<file path="config.mk">
export PLATFORM = sky130hd
export DESIGN_NAME = switch_matrix_cfg_loader
export DESIGN_NICKNAME = d
export VERILOG_FILES = /design/src/rtl/matrix_cfg_pkg.sv /design/src/rtl/cfg_crc8_serial.sv /design/src/rtl/switch_matrix_cfg_loader.sv
export SDC_FILE = /design/constraint.sdc
export NUM_CORES = 1
export LEC_CHECK = 0
export CAP_MARGIN = 15
export CORE_MARGIN = 5
export CORE_UTILIZATION = 50
export DETAILED_ROUTE_END_ITERATION = 6
export GPL_ROUTABILITY_DRIVEN = 0
export PLACE_DENSITY = 0.81
export SLEW_MARGIN = 25
export SYNTH_ARGS = -nofsm -noshare
export SYNTH_HDL_FRONTEND = slang
export SYNTH_SLANG_ARGS = --single-unit
</file>
<file path="constraint.sdc">
create_clock -name clk -period 8.4 [get_ports clk]
set_clock_uncertainty 0.15 [all_clocks]
set_input_delay 1.68 -clock clk [delete_from_list [all_inputs] [get_ports clk]]
set_output_delay 1.68 -clock clk [all_outputs]
set_load 0.05 [all_outputs]
</file>
<file path="src/rtl/matrix_cfg_pkg.sv">
// ---------------------------------------------------------------------------
// matrix_cfg_pkg
// Shared constants, types and helpers for the switch-matrix configuration
// loader: tile geometry, route-word layout, side codes, sync/CRC constants,
// the loader FSM state type and the route-word validity check.
// No ports (package).
// ---------------------------------------------------------------------------
package matrix_cfg_pkg;

    localparam int NTOP    = 5;
    localparam int NSIDE   = 4;
    localparam int ENTRY_W = 6;
    localparam int NENT    = 2 * NTOP + 2 * NSIDE;
    localparam int NBITS   = NENT * ENTRY_W;

    // Index limits in the width of the route word's index field.
    localparam logic [2:0] TOP_LIMIT  = 3'(NTOP);
    localparam logic [2:0] SIDE_LIMIT = 3'(NSIDE);

    localparam logic [2:0] SIDE_NONE   = 3'd0;
    localparam logic [2:0] SIDE_TOP    = 3'd1;
    localparam logic [2:0] SIDE_RIGHT  = 3'd2;
    localparam logic [2:0] SIDE_BOTTOM = 3'd3;
    localparam logic [2:0] SIDE_LEFT   = 3'd4;

    localparam logic [7:0] CFG_SYNC = 8'hA5;
    localparam logic [7:0] CRC_POLY = 8'h07;

    typedef enum logic [1:0] {
        IDLE   = 2'd0,
        LOAD   = 2'd1,
        CHECK  = 2'd2,
        COMMIT = 2'd3
    } cfg_state_e;

    // A route word is legal when its source index exists on the named side.
    function automatic logic route_word_valid(input logic [ENTRY_W-1:0] word);
        logic [2:0] side;
        logic [2:0] idx;
        logic       ok;
        side = word[2:0];
        idx  = word[5:3];
        case (side)
            SIDE_NONE:               ok = 1'b1;
            SIDE_TOP,  SIDE_BOTTOM:  ok = (idx < TOP_LIMIT);
            SIDE_RIGHT, SIDE_LEFT:   ok = (idx < SIDE_LIMIT);
            default:                 ok = 1'b0;
        endcase
        return ok;
    endfunction

endpackage

</file>
<file path="src/rtl/cfg_crc8_serial.sv">
// ---------------------------------------------------------------------------
// cfg_crc8_serial
// Bit-serial CRC-8 (poly 0x07, init 0x00), one step per enabled cycle.
// Ports:
//   clk    in   clock, rising edge
//   rst    in   asynchronous active-high reset (crc -> 0)
//   clear  in   synchronous clear to the init value, wins over enable
//   enable in   advance the CRC by one bit
//   bit_in in   data bit
//   crc    out  current CRC register
// ---------------------------------------------------------------------------
module cfg_crc8_serial
    import matrix_cfg_pkg::*;
(
    input  logic       clk,
    input  logic       rst,
    input  logic       clear,
    input  logic       enable,
    input  logic       bit_in,
    output logic [7:0] crc
);

    logic fb_s;

    assign fb_s = crc[7] ^ bit_in;

    // CRC shift register: clear, step or hold.
    always_ff @(posedge clk or posedge rst) begin
        if (rst) begin
            crc <= 8'h00;
        end else if (clear) begin
            crc <= 8'h00;
        end else if (enable) begin
            crc <= {crc[6:0], 1'b0} ^ (fb_s ? CRC_POLY : 8'h00);
        end else begin
            crc <= crc;
        end
    end

endmodule

</file>
<file path="src/rtl/switch_matrix_cfg_loader.sv">
// ---------------------------------------------------------------------------
// switch_matrix_cfg_loader
// Serial configuration loader for one switch-matrix tile. Hunts the sync
// byte, shifts one 6-bit route word per pin into a shadow image, checks a
// trailing CRC-8 and validates every word, then commits the image to
// cfg_out atomically. A rejected frame leaves cfg_out untouched.
// Ports:
//   clk        in   clock, rising edge
//   rst        in   asynchronous active-high reset
//   cfg_bit    in   serial config data
//   cfg_valid  in   cfg_bit qualifier
//   cfg_ready  out  bit accepted when cfg_valid & cfg_ready
//   cfg_clear  in   synchronous abort + zero the active config
//   cfg_out    out  active config, word k at [k*ENTRY_W +: ENTRY_W]
//   cfg_busy   out  frame in progress (LOAD or CHECK)
//   cfg_done   out  one-cycle pulse, frame committed
//   cfg_err    out  one-cycle pulse, frame rejected
// ---------------------------------------------------------------------------
module switch_matrix_cfg_loader
    import matrix_cfg_pkg::*;
(
    input  logic                     clk,
    input  logic                     rst,
    input  logic                     cfg_bit,
    input  logic                     cfg_valid,
    output logic                     cfg_ready,
    input  logic                     cfg_clear,
    output logic [NENT*ENTRY_W-1:0]  cfg_out,
    output logic                     cfg_busy,
    output logic                     cfg_done,
    output logic                     cfg_err
);

    localparam logic [6:0] LAST_BIT = 7'(NBITS - 1);

    cfg_state_e         state_r;
    logic [7:0]         hunt_r;
    logic [NBITS-1:0]   shadow_r;
    logic [6:0]         bit_cnt_r;
    logic [2:0]         crc_cnt_r;
    logic [7:0]         rx_crc_r;
    logic [NBITS-1:0]   cfg_out_r;
    logic               ready_r;
    logic               busy_r;
    logic               done_r;
    logic               err_r;

    logic               accept_s;
    logic [7:0]         hunt_next_s;
    logic [7:0]         calc_crc_s;
    logic               all_valid_s;
    logic               frame_ok_s;
    logic               crc_clear_s;
    logic               crc_enable_s;

    assign accept_s     = cfg_valid & ready_r;
    assign hunt_next_s  = {hunt_r[6:0], cfg_bit};
    // The CRC sits at its init value for the whole of IDLE, so LOAD always
    // starts from 0x00 regardless of how the previous frame ended.
    assign crc_clear_s  = cfg_clear | (state_r == IDLE);
    assign crc_enable_s = accept_s & (state_r == LOAD);
    assign frame_ok_s   = (rx_crc_r == calc_crc_s) & all_valid_s;

    cfg_crc8_serial u_crc (
        .clk    (clk),
        .rst    (rst),
        .clear  (crc_clear_s),
        .enable (crc_enable_s),
        .bit_in (cfg_bit),
        .crc    (calc_crc_s)
    );

    // Validity of every route word in the shadow image (consumed only in COMMIT).
    always_comb begin
        all_valid_s = 1'b1;
        for (int k = 0; k < NENT; k++) begin
            if (!route_word_valid(shadow_r[k*ENTRY_W +: ENTRY_W])) begin
                all_valid_s = 1'b0;
            end else begin
                all_valid_s = all_valid_s;
            end
        end
    end

    // Loader FSM with all datapath registers and registered outputs.
    always_ff @(posedge clk or posedge rst) begin
        if (rst) begin
            state_r   <= IDLE;
            hunt_r    <= 8'h00;
            shadow_r  <= '0;
            bit_cnt_r <= 7'd0;
            crc_cnt_r <= 3'd0;
            rx_crc_r  <= 8'h00;
            cfg_out_r <= '0;
            ready_r   <= 1'b1;
            busy_r    <= 1'b0;
            done_r    <= 1'b0;
            err_r     <= 1'b0;
        end else if (cfg_clear) begin
            // Abort from any state, including COMMIT: nothing is committed.
            state_r   <= IDLE;
            hunt_r    <= 8'h00;
            shadow_r  <= '0;
            bit_cnt_r <= 7'd0;
            crc_cnt_r <= 3'd0;
            rx_crc_r  <= 8'h00;
            cfg_out_r <= '0;
            ready_r   <= 1'b1;
            busy_r    <= 1'b0;
            done_r    <= 1'b0;
            err_r     <= 1'b0;
        end else begin
            done_r <= 1'b0;
            err_r  <= 1'b0;
            case (state_r)
                IDLE: begin
                    if (accept_s) begin
                        hunt_r <= hunt_next_s;
                        if (hunt_next_s == CFG_SYNC) begin
                            state_r   <= LOAD;
                            busy_r    <= 1'b1;
                            bit_cnt_r <= 7'd0;
                        end else begin
                            state_r <= IDLE;
                        end
                    end else begin
                        hunt_r <= hunt_r;
                    end
                end
                LOAD: begin
                    // Sync patterns inside the data are just data here.
                    if (accept_s) begin
                        shadow_r[bit_cnt_r] <= cfg_bit;
                        if (bit_cnt_r == LAST_BIT) begin
                            state_r   <= CHECK;
                            bit_cnt_r <= 7'd0;
                            crc_cnt_r <= 3'd0;
                        end else begin
                            bit_cnt_r <= bit_cnt_r + 7'd1;
                        end
                    end else begin
                        bit_cnt_r <= bit_cnt_r;
                    end
                end
                CHECK: begin
                    if (accept_s) begin
                        rx_crc_r <= {rx_crc_r[6:0], cfg_bit};
                        if (crc_cnt_r == 3'd7) begin
                            state_r   <= COMMIT;
                            crc_cnt_r <= 3'd0;
                            ready_r   <= 1'b0;
                            busy_r    <= 1'b0;
                        end else begin
                            crc_cnt_r <= crc_cnt_r + 3'd1;
                        end
                    end else begin
                        crc_cnt_r <= crc_cnt_r;
                    end
                end
                COMMIT: begin
                    if (frame_ok_s) begin
                        cfg_out_r <= shadow_r;
                        done_r    <= 1'b1;
                    end else begin
                        err_r     <= 1'b1;
                    end
                    state_r <= IDLE;
                    hunt_r  <= 8'h00;
                    ready_r <= 1'b1;
                end
                default: begin
                    state_r <= IDLE;
                    hunt_r  <= 8'h00;
                    ready_r <= 1'b1;
                    busy_r  <= 1'b0;
                end
            endcase
        end
    end

    assign cfg_out   = cfg_out_r;
    assign cfg_ready = ready_r;
    assign cfg_busy  = busy_r;
    assign cfg_done  = done_r;
    assign cfg_err   = err_r;

endmodule

</file>
==> flow_metrics.env <==
export IMPL_dpl_hpwl_um=23500
export IMPL_path_class="input port to register"
export IMPL_muxShareOfSynthArea_pct=1.32
export IMPL_synth_top_area_cell="dfrtp_1"
export IMPL_vias_per_cell=6.68
export IMPL_area_growth_pct=15.1
export IMPL_rsz0062_at_grt="false"
export IMPL_synth_compound_area_share_pct=26.0
export IMPL_dieArea_mm2=0.0295
export IMPL_setup_tns_ps=0
export IMPL_instances_no_fill=1753
export IMPL_multi_input_area_mm2=0.00606
export IMPL_place_inst=1708
export IMPL_synth_cell_types=48
export IMPL_finalSetupViolCount=0
export IMPL_yosys_cell_count_top_type="dfrtp_1"
export IMPL_tightest_slew_ps=1050
export IMPL_grt_max_degree=123
export IMPL_die_w_um=172
export IMPL_synthTopCellsByArea="dfrtp_1, o31ai_2, a21oi_1"
export IMPL_initialDrtViolationCount=1659
export IMPL_nFillCells=2179
export IMPL_synth_top_family_by_area="compound AO/OA/AOI/OAI gates"
export IMPL_ys_seq_area_share_pct=48.8
export IMPL_ioPinCount=117
export IMPL_drv_slew=0
export IMPL_cts_resized_gates=0
export IMPL_worst_path_max_fanout=30
export IMPL_synth_area_per_cell_um2=9.46
export IMPL_final_util_pct=58.2
export IMPL_grt_pass1_vias=11200
export IMPL_grt_use_total_pct=25.5
export IMPL_root_buffer="clkbuf_16"
export IMPL_grt_overflow=0
export IMPL_first_pass_iters=7
export IMPL_cts_max_level=1
export IMPL_hold_class="register to register"
export IMPL_synthXorXnorAreaFrac_pct=0.736
export IMPL_ys_async_sr_fraction_pct=100
export IMPL_remaining_drc_errors=3
export IMPL_synth_seq_cells=255
export IMPL_final_seq_area_mm2=0.00638
export IMPL_n_antenna_cell=0
export IMPL_min_period_ps=4030
export IMPL_critical_path_startpoint="cfg_valid"
export IMPL_min_delay_start="hunt_r[0]"
export IMPL_synth_top_area_share_pct=48.6
export IMPL_peakVddDrop_v=0.000144
export IMPL_syn_num_nets=1396
export IMPL_synth_edf_count=0
export IMPL_max_cap_violations=0
export IMPL_ys_flop_type="dfrtp_1"
export IMPL_crit_path_start_kind="input port"
export IMPL_synth_simple_gate_area_share_pct=17.2
export IMPL_slew_limit_headroom_pct=30.1
export IMPL_grt_pass1_wl_um=61800
export IMPL_antenna_found_initial=0
export IMPL_cts_hold_fix_buffers=0
export IMPL_yosys_warnings=0
export IMPL_r2r_start="shadow_r[12]"
export IMPL_cts_made_buffers=27
export IMPL_vias=11700
export IMPL_antenna_left=0
export IMPL_end_kind="register"
export IMPL_ys_top_cells_by_count="dfrtp_1, a21oi_1, o21ai_0"
export IMPL_port_buffers=116
export IMPL_fmax_mhz=248
export IMPL_syn_area_mm2=0.0131
export IMPL_finalHoldViolCount=0
export IMPL_violations="DRC"
export IMPL_syn_inst=1383
export IMPL_status="finished, violations left"
export IMPL_wl_um=38400
export IMPL_power_total_mw=2.48
export IMPL_core_mm2=0.0259
export IMPL_period_share_pct=47.9
export IMPL_crit_required_ps=8620
export IMPL_nets=1416
export IMPL_start_util_pct=50.5
export IMPL_fp_dieH_um=172
export IMPL_rows=59
export IMPL_route_detailed_wl_per_inst_um=21.9
export IMPL_cts_clk_slew_worst_paths_ps=60
export IMPL_clock_sinks=255
export IMPL_insertion_delay_ps=540
export IMPL_cts_tree="done"
export IMPL_p_per_area_mw_per_mm2=164
export IMPL_yosys_area_share_adder_pct=0.765
export IMPL_postCtsSetupBuffers=0
export IMPL_p_leak_nw=5.64
export IMPL_drive_gt1_share_pct=12.3
export IMPL_max_clock_path_buffers=3
export IMPL_cp_data_arrival_time_ps=4250
cell type report:
| cell class | instances | share of cell area, % |
|---|---|---|
| well taps | 335 | 2.78 |
| clock buffers | 33 | 4.83 |
| inverters | 7 | 0.199 |
| repair buffers | 133 | 8.79 |
| clock inverters | 11 | 0.863 |
| multi-input cells | 979 | 40.2 |
| flip-flops and latches | 255 | 42.3 |
final timing paths:
| path | to | slack, ps | depth (start not counted) |
|---|---|---|---|
| max | shadow_r[105] | 4370 | 8 |
| min | hunt_r[0] | 370 | 2 |
| max reg2reg | cfg_out[4] | 4670 | 7 |
| min reg2reg | hunt_r[0] | 370 | 2 |
| max in group asynchronous | cfg_out[80] | 4830 | 4 |
| min in group asynchronous | cfg_out[11] | 1450 | 2 |
worst max-delay path: stages:
cell             delay, ps
clkdlybuf4s50_1        550
nand3_1                330
nor2_1                 180
buf_4                  360
nand2_1                550
nor2_1                 300
mux2i_1                220
nor2_1                  60
cells in the final DEF (no fill, tap or decap), drive strengths merged, types with 3 or more instances in the layout:
cell           instances
nand2b                11
clkinv                 8
xnor2                 11
nor3b                 12
nor4                   7
a211oi                 3
nand4b                 3
or3b                   3
nor2b                  9
or2                    4
ha                     8
o31ai                111
nand2                 83
o22ai                  6
a22oi                  6
o21ai                149
buf                   19
nor2                  77
bufinv                 3
inv                    6
a21oi                227
nand3                 64
nor3                   8
nand4                138
mux2i                 15
clkdlybuf4s50        114
and3                   7
clkbuf                33
dfrtp                254
report_power, final:
part | internal (mW) | switching, mW | total (mW) | leakage (nW)
registers | 1.23 | 0.000970 | 1.23 | 3.56
logic | 0.00718 | 0.0549 | 0.0621 | 1.65
clock network | 0.700 | 0.486 | 1.19 | 0.432
total | 1.94 | 0.542 | 2.48 | 5.64
stage by stage:
| step | hold WS [ps] | cell area [um^2] | worst slack (ps) |
|---|---|---|---|
| after global routing | 401 | 15100 | 4270 |
| after floorplan | 300 | 13100 | 3210 |
| after CTS | 367 | 15000 | 4310 |
| final | 368 | 15100 | 4370 |
| after global placement | 319 | 14200 | 3990 |
| after detailed placement | 335 | 14200 | 3860 |
cells by family after synthesis:
kind of cell / after synthesis
compound gates: 513
simple gates: 430
flops: 255
buf+inv: 149
fa+ha+maj: 8
xor+xnor: 11
mux: 17
state kept, by name (all words and copies together), names as in the netlist, 2 cells and up:
signal / cells
crc_cnt_r: 3
state_r: 2
cfg_out: 108
u_crc.crc: 8
shadow_r: 108
hunt_r: 7
rx_crc_r: 8
bit_cnt_r: 7
per-layer routing:
metal  up-vias  wire length, um  share of wire [%]  GRT usage, %
li1       5175                -                  -             -
met5         -                0                  0             0
met4         0             1560                4.1          8.82
met3       139             3510                9.1          5.10
met2       655            17500                 46          39.3
met1      5734            15800                 41          36.1
Note: power is estimated with default switching activity, not from simulation.
